<file path="config.mk">
export PLATFORM = sky130hd
export DESIGN_NAME = cond_logic_flat
export DESIGN_NICKNAME = d
export VERILOG_FILES = /design/src/rtl/cond_logic_pkg.sv /design/src/rtl/cond_logic_if.sv /design/src/rtl/cond_logic_check.sv /design/src/rtl/cond_logic.sv /design/src/flat_wrapper.sv
export SDC_FILE = /design/constraint.sdc
export NUM_CORES = 1
export LEC_CHECK = 0
export CELL_PAD_IN_SITES_DETAIL_PLACEMENT = 2
export CELL_PAD_IN_SITES_GLOBAL_PLACEMENT = 2
export CORE_MARGIN = 4
export CORE_UTILIZATION = 21
export DETAILED_ROUTE_END_ITERATION = 10
export PLACE_DENSITY = 0.78
export SYNTH_ARGS = -nofsm -noshare
export SYNTH_HDL_FRONTEND = slang
export SYNTH_SLANG_ARGS = --single-unit
</file>
<file path="constraint.sdc">
create_clock -name clk -period 5.55 [get_ports clk]
set_clock_uncertainty 0.15 [all_clocks]
set_input_delay 1.665 -clock clk [delete_from_list [all_inputs] [get_ports clk]]
set_output_delay 1.665 -clock clk [all_outputs]
set_load 0.02 [all_outputs]
</file>
<file path="src/rtl/cond_logic_pkg.sv">
// ============================================================================
// Module : arm_cond_pkg
// Brief  : Condition-code encodings and NZCV/FlagW bit positions.
// Rev    : 1.0
// ============================================================================
`default_nettype none

package arm_cond_pkg;

    typedef enum logic [3:0] {
        COND_EQ = 4'h0,
        COND_NE = 4'h1,
        COND_CS = 4'h2,
        COND_CC = 4'h3,
        COND_MI = 4'h4,
        COND_PL = 4'h5,
        COND_VS = 4'h6,
        COND_VC = 4'h7,
        COND_HI = 4'h8,
        COND_LS = 4'h9,
        COND_GE = 4'hA,
        COND_LT = 4'hB,
        COND_GT = 4'hC,
        COND_LE = 4'hD,
        COND_AL = 4'hE,
        COND_NV = 4'hF
    } cond_e;

    localparam int FLAG_N   = 3;
    localparam int FLAG_Z   = 2;
    localparam int FLAG_C   = 1;
    localparam int FLAG_V   = 0;

    localparam int FLAGW_NZ = 1;
    localparam int FLAGW_CV = 0;

endpackage

`default_nettype wire

</file>
<file path="src/rtl/cond_logic_if.sv">
// ============================================================================
// Module : cond_logic_if
// Brief  : Decoder/ALU to conditional-execution bundle. COND_PERF_CNT_EN adds
//          the ExecCount/SkipCount signals.
// Rev    : 1.0
// ============================================================================
`default_nettype none

interface cond_logic_if #(
    parameter int CNT_W = 32
);
    logic [3:0] Cond;
    logic [3:0] ALUFlags;
    logic [1:0] FlagW;
    logic       PCS;
    logic       RegW;
    logic       MemW;
    logic       NoWrite;
    logic       PCSrc;
    logic       RegWrite;
    logic       MemWrite;
    logic       CondEx;
    logic [3:0] Flags;
`ifdef COND_PERF_CNT_EN
    logic [CNT_W-1:0] ExecCount;
    logic [CNT_W-1:0] SkipCount;

    modport master (
        output Cond, ALUFlags, FlagW, PCS, RegW, MemW, NoWrite,
        input  PCSrc, RegWrite, MemWrite, CondEx, Flags, ExecCount, SkipCount
    );
    modport slave (
        input  Cond, ALUFlags, FlagW, PCS, RegW, MemW, NoWrite,
        output PCSrc, RegWrite, MemWrite, CondEx, Flags, ExecCount, SkipCount
    );
`else
    modport master (
        output Cond, ALUFlags, FlagW, PCS, RegW, MemW, NoWrite,
        input  PCSrc, RegWrite, MemWrite, CondEx, Flags
    );
    modport slave (
        input  Cond, ALUFlags, FlagW, PCS, RegW, MemW, NoWrite,
        output PCSrc, RegWrite, MemWrite, CondEx, Flags
    );
`endif
endinterface

`default_nettype wire

</file>
<file path="src/rtl/cond_logic_check.sv">
// ============================================================================
// Module : cond_check
// Brief  : Combinational evaluation of a 4-bit Cond field against NZCV.
// Rev    : 1.0
// ============================================================================
`default_nettype none

module cond_check
    import arm_cond_pkg::*;
(
    input  cond_e      cond_i,
    input  logic [3:0] flags_i,
    output logic       cond_ex_o
);

    logic w_n, w_z, w_c, w_v;

    assign w_n = flags_i[FLAG_N];
    assign w_z = flags_i[FLAG_Z];
    assign w_c = flags_i[FLAG_C];
    assign w_v = flags_i[FLAG_V];

    always_comb begin
        cond_ex_o = 1'b0;
        unique case (cond_i)
            COND_EQ: cond_ex_o = w_z;
            COND_NE: cond_ex_o = !w_z;
            COND_CS: cond_ex_o = w_c;
            COND_CC: cond_ex_o = !w_c;
            COND_MI: cond_ex_o = w_n;
            COND_PL: cond_ex_o = !w_n;
            COND_VS: cond_ex_o = w_v;
            COND_VC: cond_ex_o = !w_v;
            COND_HI: cond_ex_o = w_c && !w_z;
            COND_LS: cond_ex_o = !w_c || w_z;
            COND_GE: cond_ex_o = (w_n == w_v);
            COND_LT: cond_ex_o = (w_n != w_v);
            COND_GT: cond_ex_o = !w_z && (w_n == w_v);
            COND_LE: cond_ex_o = w_z || (w_n != w_v);
            COND_AL: cond_ex_o = 1'b1;
            COND_NV: cond_ex_o = 1'b0;
            default: cond_ex_o = 1'b0;
        endcase
    end

endmodule

`default_nettype wire

</file>
<file path="src/rtl/cond_logic.sv">
// ============================================================================
// Module : cond_logic
// Brief  : NZCV flag register, condition check and write-enable gating.
//          COND_PERF_CNT_EN adds saturating executed/skipped counters.
// Rev    : 1.0
// ============================================================================
`default_nettype none

module cond_logic
    import arm_cond_pkg::*;
#(
    parameter int CNT_W = 32
) (
    input  logic         clk,
    input  logic         reset_n,
    cond_logic_if.slave  bus
);

    logic [1:0] nz_q, nz_d;
    logic [1:0] cv_q, cv_d;
    logic [3:0] flags_w;
    logic       cond_ex_w;

    assign flags_w = {nz_q, cv_q};

    cond_check u_cond_check (
        .cond_i    (cond_e'(bus.Cond)),
        .flags_i   (flags_w),
        .cond_ex_o (cond_ex_w)
    );

    // Flags are only written by instructions that actually execute.
    always_comb begin
        nz_d = nz_q;
        cv_d = cv_q;
        if (bus.FlagW[FLAGW_NZ] && cond_ex_w) nz_d = bus.ALUFlags[FLAG_N:FLAG_Z];
        if (bus.FlagW[FLAGW_CV] && cond_ex_w) cv_d = bus.ALUFlags[FLAG_C:FLAG_V];
    end

    always_ff @(posedge clk or negedge reset_n) begin
        if (!reset_n) begin
            nz_q <= 2'b00;
            cv_q <= 2'b00;
        end else begin
            nz_q <= nz_d;
            cv_q <= cv_d;
        end
    end

    assign bus.CondEx   = cond_ex_w;
    assign bus.Flags    = flags_w;
    assign bus.PCSrc    = bus.PCS  && cond_ex_w;
    assign bus.RegWrite = bus.RegW && cond_ex_w && !bus.NoWrite;
    assign bus.MemWrite = bus.MemW && cond_ex_w;

`ifdef COND_PERF_CNT_EN
    logic [CNT_W-1:0] exec_q, exec_d;
    logic [CNT_W-1:0] skip_q, skip_d;

    always_comb begin
        exec_d = exec_q;
        skip_d = skip_q;
        if (cond_ex_w) begin
            if (exec_q != '1) exec_d = exec_q + CNT_W'(1);
        end else begin
            if (skip_q != '1) skip_d = skip_q + CNT_W'(1);
        end
    end

    always_ff @(posedge clk or negedge reset_n) begin
        if (!reset_n) begin
            exec_q <= '0;
            skip_q <= '0;
        end else begin
            exec_q <= exec_d;
            skip_q <= skip_d;
        end
    end

    assign bus.ExecCount = exec_q;
    assign bus.SkipCount = skip_q;
`endif

endmodule

`default_nettype wire
</file>
<file path="src/flat_wrapper.sv">
// flat-port wrapper written by rule: the top's interface ports become plain ports
module cond_logic_flat import arm_cond_pkg::*;
#(
    parameter int CNT_W = 32
)
  (clk, reset_n, bus_Cond, bus_ALUFlags, bus_FlagW, bus_PCS, bus_RegW, bus_MemW, bus_NoWrite, bus_PCSrc, bus_RegWrite, bus_MemWrite, bus_CondEx, bus_Flags);
  cond_logic_if #(.CNT_W(CNT_W)) bus_i ();
  input  logic clk;
  input  logic reset_n;
  input wire logic [$bits(bus_i.Cond)-1:0] bus_Cond;
  input wire logic [$bits(bus_i.ALUFlags)-1:0] bus_ALUFlags;
  input wire logic [$bits(bus_i.FlagW)-1:0] bus_FlagW;
  input wire logic [$bits(bus_i.PCS)-1:0] bus_PCS;
  input wire logic [$bits(bus_i.RegW)-1:0] bus_RegW;
  input wire logic [$bits(bus_i.MemW)-1:0] bus_MemW;
  input wire logic [$bits(bus_i.NoWrite)-1:0] bus_NoWrite;
  output wire logic [$bits(bus_i.PCSrc)-1:0] bus_PCSrc;
  output wire logic [$bits(bus_i.RegWrite)-1:0] bus_RegWrite;
  output wire logic [$bits(bus_i.MemWrite)-1:0] bus_MemWrite;
  output wire logic [$bits(bus_i.CondEx)-1:0] bus_CondEx;
  output wire logic [$bits(bus_i.Flags)-1:0] bus_Flags;
  assign bus_i.Cond = bus_Cond;
  assign bus_i.ALUFlags = bus_ALUFlags;
  assign bus_i.FlagW = bus_FlagW;
  assign bus_i.PCS = bus_PCS;
  assign bus_i.RegW = bus_RegW;
  assign bus_i.MemW = bus_MemW;
  assign bus_i.NoWrite = bus_NoWrite;
  assign bus_PCSrc = bus_i.PCSrc;
  assign bus_RegWrite = bus_i.RegWrite;
  assign bus_MemWrite = bus_i.MemWrite;
  assign bus_CondEx = bus_i.CondEx;
  assign bus_Flags = bus_i.Flags;
  cond_logic #(.CNT_W(CNT_W)) u_core (.clk(clk), .reset_n(reset_n), .bus(bus_i));
endmodule
</file>
* Word level (Yosys, flattened, before mapping)
Cells that the tools add are included.
** Storage, ports and cells
- Bits in registers :: 4
- Input port bits :: 16
- Output and inout bits :: 8
- Logic and storage cells :: 36
** Operators by class
- Eq/ne operators :: 17
- Muxes and demuxes :: 1
- Reduce and logical (&&, ||, !) cells :: 16
** Operators with widths (count)
- equality test 4 bit, second input constant :: 8
- equality test 4 x 3 -> 1 bit, second input constant :: 4
- one-hot mux 1 bit (16 select lines) :: 1
- equality test 4 x 2 -> 1 bit, second input constant :: 2
- logical AND 1 bit :: 8
- zero test 1 bit :: 5
- equality test 4 x 1 -> 1 bit, second input constant :: 1
- zero test 4 bit :: 1
- logical OR 1 bit :: 2
- equality test 1 bit :: 1
- != test 1 bit :: 1

* Depth between registers and ports, before layout
- Word-level depth :: 5
- Mapped depth :: 6
- Mapped depth without buffers :: 5

* By module
A second synthesis with hierarchy kept.
** Second synthesis, totals
- Cells, all modules :: 36
- Area total of the unflattened synthesis :: 332.8 um^2
** By module, submodules not included
- cond_logic :: instances 1, cells each 13, area each 177.7 um^2, seq. area each 100.1 um^2
- cond_check :: instances 1, cells each 23, area each 155.1 um^2, seq. area each 0.0 um^2

* Least setup slack after synthesis
No wires, ideal clock.
- Path kind :: input to output
- From :: input bus_Cond[0]
- To :: output bus_RegWrite
- Arrival :: 2.872 ns
- Required time :: 3.735 ns
- Setup slack :: 0.863 ns
- Stages on the path :: 6
- Path buffers :: 1
- Path through :: buf_2 -> nor2_1 -> a211oi_1 -> a2111o_1 -> nand2_1 -> and4b_1
** On the way
- Word-level cells in the longest chain between the ends :: 4
- Elaborated cells on any way between the ends :: 19
- Classes of those cells :: eq/ne: 15; mux: 1; reduce/logical: 3
** Ends and longest elaborated chain
- start: declaration :: line flat_wrapper.sv:10 : input wire logic [$bits(bus_i.Cond)-1:0] bus_Cond;
- equality test 4 bit, or another cell as far along :: line cond_logic_check.sv:25 : unique case (cond_i)
- one-hot mux 1 bit (16 select lines) * :: line cond_logic_check.sv:25
- logical AND 1 bit * (2 in series) :: line cond_logic.sv:53 : assign bus.RegWrite = bus.RegW && cond_ex_w && !bus.NoWrite;
- end: declaration :: line flat_wrapper.sv:18 : output wire logic [$bits(bus_i.RegWrite)-1:0] bus_RegWrite;
Mark *: on every way between the ends. The rest lies on a longest branch, timed or not.

* Final worst setup path
- From :: input bus_Cond[2]
- To :: output bus_RegWrite
Same word-level chain as after synthesis.

==> impl_metrics.csv <==
group,metric,value,unit
outcome,run_status,"finished clean",
global_route,grt_use_total,0.125,
drt,antenna_left,0,
logic_synthesis,synth_top_area_share,0.237,
job,drv_cap,0,
layout,final_core_util,0.418,
floorplanning,die_area,2800,um2
logic_synthesis,synth_area_leaders,"dfrtp_1, mux2i_1, mux2_1",
floorplanning,coreArea,1820,um2
clock_network,cts_tree,"done",
timing,fin_crit_sh,0.979,
layout,design_area,761,um2
critical_path,critPathLaunchType,"input pin",
logic_synthesis,syn_area_per_cell,9.19,um2
logic_synthesis,syn_inst,46,
timing,slew_violations,0,
place,place_inst,100,
power,p_int,166,uW
global_route,use_met2,0.211,
critical_path,required,3.73,ns
worst_hold_path,min_to,"u_core.cv_q[0]$_DFFE_PN0P_",
clock_network,path_clk_slew,0.03,ns
critical_path,r2r_slack,3.44,ns
global_route,grt-busiest-layer,"met2",
critical_path,worst-path-max-fanout,9,
critical_path,cp.arrival,3.62,ns
logic_synthesis,ys_seq_area_frac,0.237,
clock_network,cts_root_buf,"clkbuf_4",
critical_path,crit_path_cell_trace,"clkdlybuf4s50_1 -> nor2_1 -> a311oi_1 -> and4_4 -> nand2_1 -> and4b_1 -> dlygate4sd2_1",
timing,fmax,184,MHz
clock_network,cts_buffers,3,
timing,holdWs,0.446,ns
global_route,grt_max_degree,11,
critical_path,cpPeakStageDelay,0.64,ns
critical_path,endpoint_kind,"primary output",
timing,hold_viol_final,0,
power,leakage,0.359,nW
global_route,use_met3,0.0197,
global_route,grt_overflow_total,0,
critical_path,path_class,"input pin to primary output",
critical_path,cpMaxStageDelayCell,"clkdlybuf4s50_1",
logic_synthesis,synth_edf_count,0,
logic_synthesis,async_flop_share,1.00,
global_route,antenna_found_initial,0,
drt,drt_iter0_markers,0,
floorplanning,row_count,15,
floorplanning,start_util,0.232,
critical_path,r2r_end,"u_core.nz_q[1]$_DFFE_PN0P_",
power,ir_worst_vdd,0.000201,V
layout,area_growth,79.9,%
drt,wl_per_cell,14.2,um
floorplanning,ioPinCount,24,
global_route,grt_pass1_wl,2.39,mm
worst_hold_path,hp-start,"u_core.cv_q[0]$_DFFE_PN0P_",
power,combPwrFrac,0.624,
power,pwr-share-seq,0.246,
floorplanning,fp.dieW,52.9,um
logic_synthesis,mappedNetlistNets,62,
layout,antenna_cells,0,
global_route,grt_util_met1,0.141,
drt,routed_via_density,4.64,
layout,drive_gt1_frac,0.192,
clock_network,clk_path_buf_depth,2,
logic_synthesis,yosys_register_bits,4,
place,hpwl,1.22,mm
drt,vias,478,
timing,rsz0062_at_grt,"no",
clock_network,htree_levels,1,
logic_synthesis,yosysUniqueCellTypes,27,
worst_hold_path,min_path_cells,1,
power,p_per_area,376,nW/um2
drt,wirelength,1.46,mm
place,io_buffers,23,
place,routabilityCongestion,0.751,
drt,drt_pass1_iterations,1,
layout,stdcell_count,103,
power,net-switching-power,120,uW
worst_hold_path,hp-class,"register to register",
timing,setup_viol,0,
global_route,grt_pass1_vias,515,
clock_network,clk_latency,0.24,ns
critical_path,r2r_cells,6,
clock_network,cts_post_setup_buffers_inserted,0,
place,dpl_cell_area,734,um2
layout,fillers,210,
critical_path,reg2reg_from,"u_core.nz_q[1]$_DFFE_PN0P_",
logic_synthesis,yosysTopAreaCell,"dfrtp_1",
drt,route.detailed.drc,0,
logic_synthesis,synthesis.area,423,um2
timing,max_slew_margin,0.761,
power,clock_power_share,0.130,
timing,timing.final.crit_period,5.43,ns
logic_synthesis,synth_flop_cell,"dfrtp_1",
logic_synthesis,yosys_warnings,0,
clock_network,clkSinkCount,4,
power,p_sw_frac,0.420,
timing,fin_setup_tns,0,ns
floorplanning,die_h,52.9,um
layout,nNetsFinal,96,
timing,worstMarginPinSlew,0.349,ns
==> metrics by stage <==
step / setup WS (ns) / total power, mW
2_1_floorplan: 0.863 / 0.166
3_3_place_gp: -0.101 / 0.253
3_5_place_dp: -0.197 / 0.256
4_1_cts: 0.0763 / 0.292
5_1_grt: 0.0232 / 0.312
6_report: 0.117 / 0.286
==> placed cells by master (no fill, tap or decap), drive strengths merged <==
cell | synthesis | routed
dfrtp | 4 | 4
buf | 2 | 8
o21ai | 1 | 1
and4 | 1 | 1
nor2 | 2 | 2
nor3b | 1 | 1
clkdlybuf4s50 | 0 | 18
mux2 | 3 | 3
nor2b | 1 | 1
a21boi | 1 | 1
clkbuf | 0 | 3
a211oi | 1 | 1
a2111o | 1 | 1
inv | 3 | 3
and2 | 1 | 1
and3 | 2 | 2
dlygate4sd2 | 0 | 4
a21oi | 2 | 2
and4b | 3 | 3
and3b | 2 | 2
nor4b | 1 | 1
mux2i | 4 | 4
xnor2 | 2 | 2
nand3b | 1 | 1
nand2 | 4 | 4
a311oi | 1 | 1
dlymetal6s2s | 0 | 1
a2111oi | 1 | 1
nor4bb | 1 | 1
==> power by group through the flow <==
stage / Clock (mW) / Sequential [mW] / Combinational [mW]
finish: 0.0372 / 0.0702 / 0.179
global route: 0.0435 / 0.0767 / 0.192
CTS: 0.0403 / 0.0710 / 0.181
floorplan: 0 / 0.0818 / 0.0846
global placement: 0 / 0.0692 / 0.184
detailed placement: 0 / 0.0708 / 0.186
==> critical path, delay by kind of cell <==
family                 cells  cell delay (ns)
buffers and inverters      2             0.96
AND/OR/NAND/NOR            4             0.66
AO/OA/AOI/OAI              1             0.33
==> state kept, by name, indices dropped and copies added (netlist names) <==
name,cells
u_core.cv_q,2
u_core.nz_q,2
==> cells by family (layout without fill, tap and decap cells) <==
| logic type | after synthesis | in the layout | synth area share |
|---|---|---|---|
| flip-flops | 4 | 4 | 0.237 |
| AO/OA/AOI/OAI | 8 | 8 | 0.148 |
| AND/OR/NAND/NOR | 20 | 20 | 0.331 |
| multiplexers | 7 | 7 | 0.175 |
| XOR/XNOR | 2 | 2 | 0.0592 |
| buffers and inverters | 5 | 37 | 0.0503 |
==> cell type report <==
type	count	area, um2	area share
Sequential cell	4	100	0.132
Clock buffer	3	22.5	0.0296
Timing Repair Buffer	31	288	0.378
Multi-Input combinational cell	37	308	0.405
Inverter	3	11.3	0.0148
Tap cell	25	31.3	0.0411
==> cells in the mapped netlist, types with 2 or more instances <==
cell     count
dfrtp_1      4
and3b_1      2
buf_2        2
mux2i_1      4
and3_1       2
nand2_1      4
and4b_1      3
nor2_1       2
inv_1        3
mux2_1       3
==> what timing repair did <==
action                                 CTS  global route
setup endpoints to repair                4             4
resized for setup                        4             2
endpoints found under the hold margin    0             0
hold buffers                             0             0
==> how the worst max path moves through the flow <==
stage                      from            to  slack, ns  cells past startpoint
floorplan           bus_Cond[0]  bus_RegWrite       0.86                      6
global placement    bus_Cond[0]  bus_RegWrite      -0.10                      7
detailed placement  bus_Cond[3]  bus_RegWrite      -0.20                      8
CTS                 bus_Cond[3]  bus_RegWrite       0.08                      8
global route        bus_Cond[2]  bus_RegWrite       0.02                      7
finish              bus_Cond[2]  bus_RegWrite       0.12                      7
==> per-layer routing <==
layer	share of wire	vias to the layer above	routed length, um
li1	-	237	-
met2	0.52	15	767
met3	0.049	2	71
met4	0.014	0	21
met5	0	-	0
met1	0.41	224	603
Power figures use the tool's default switching activity.
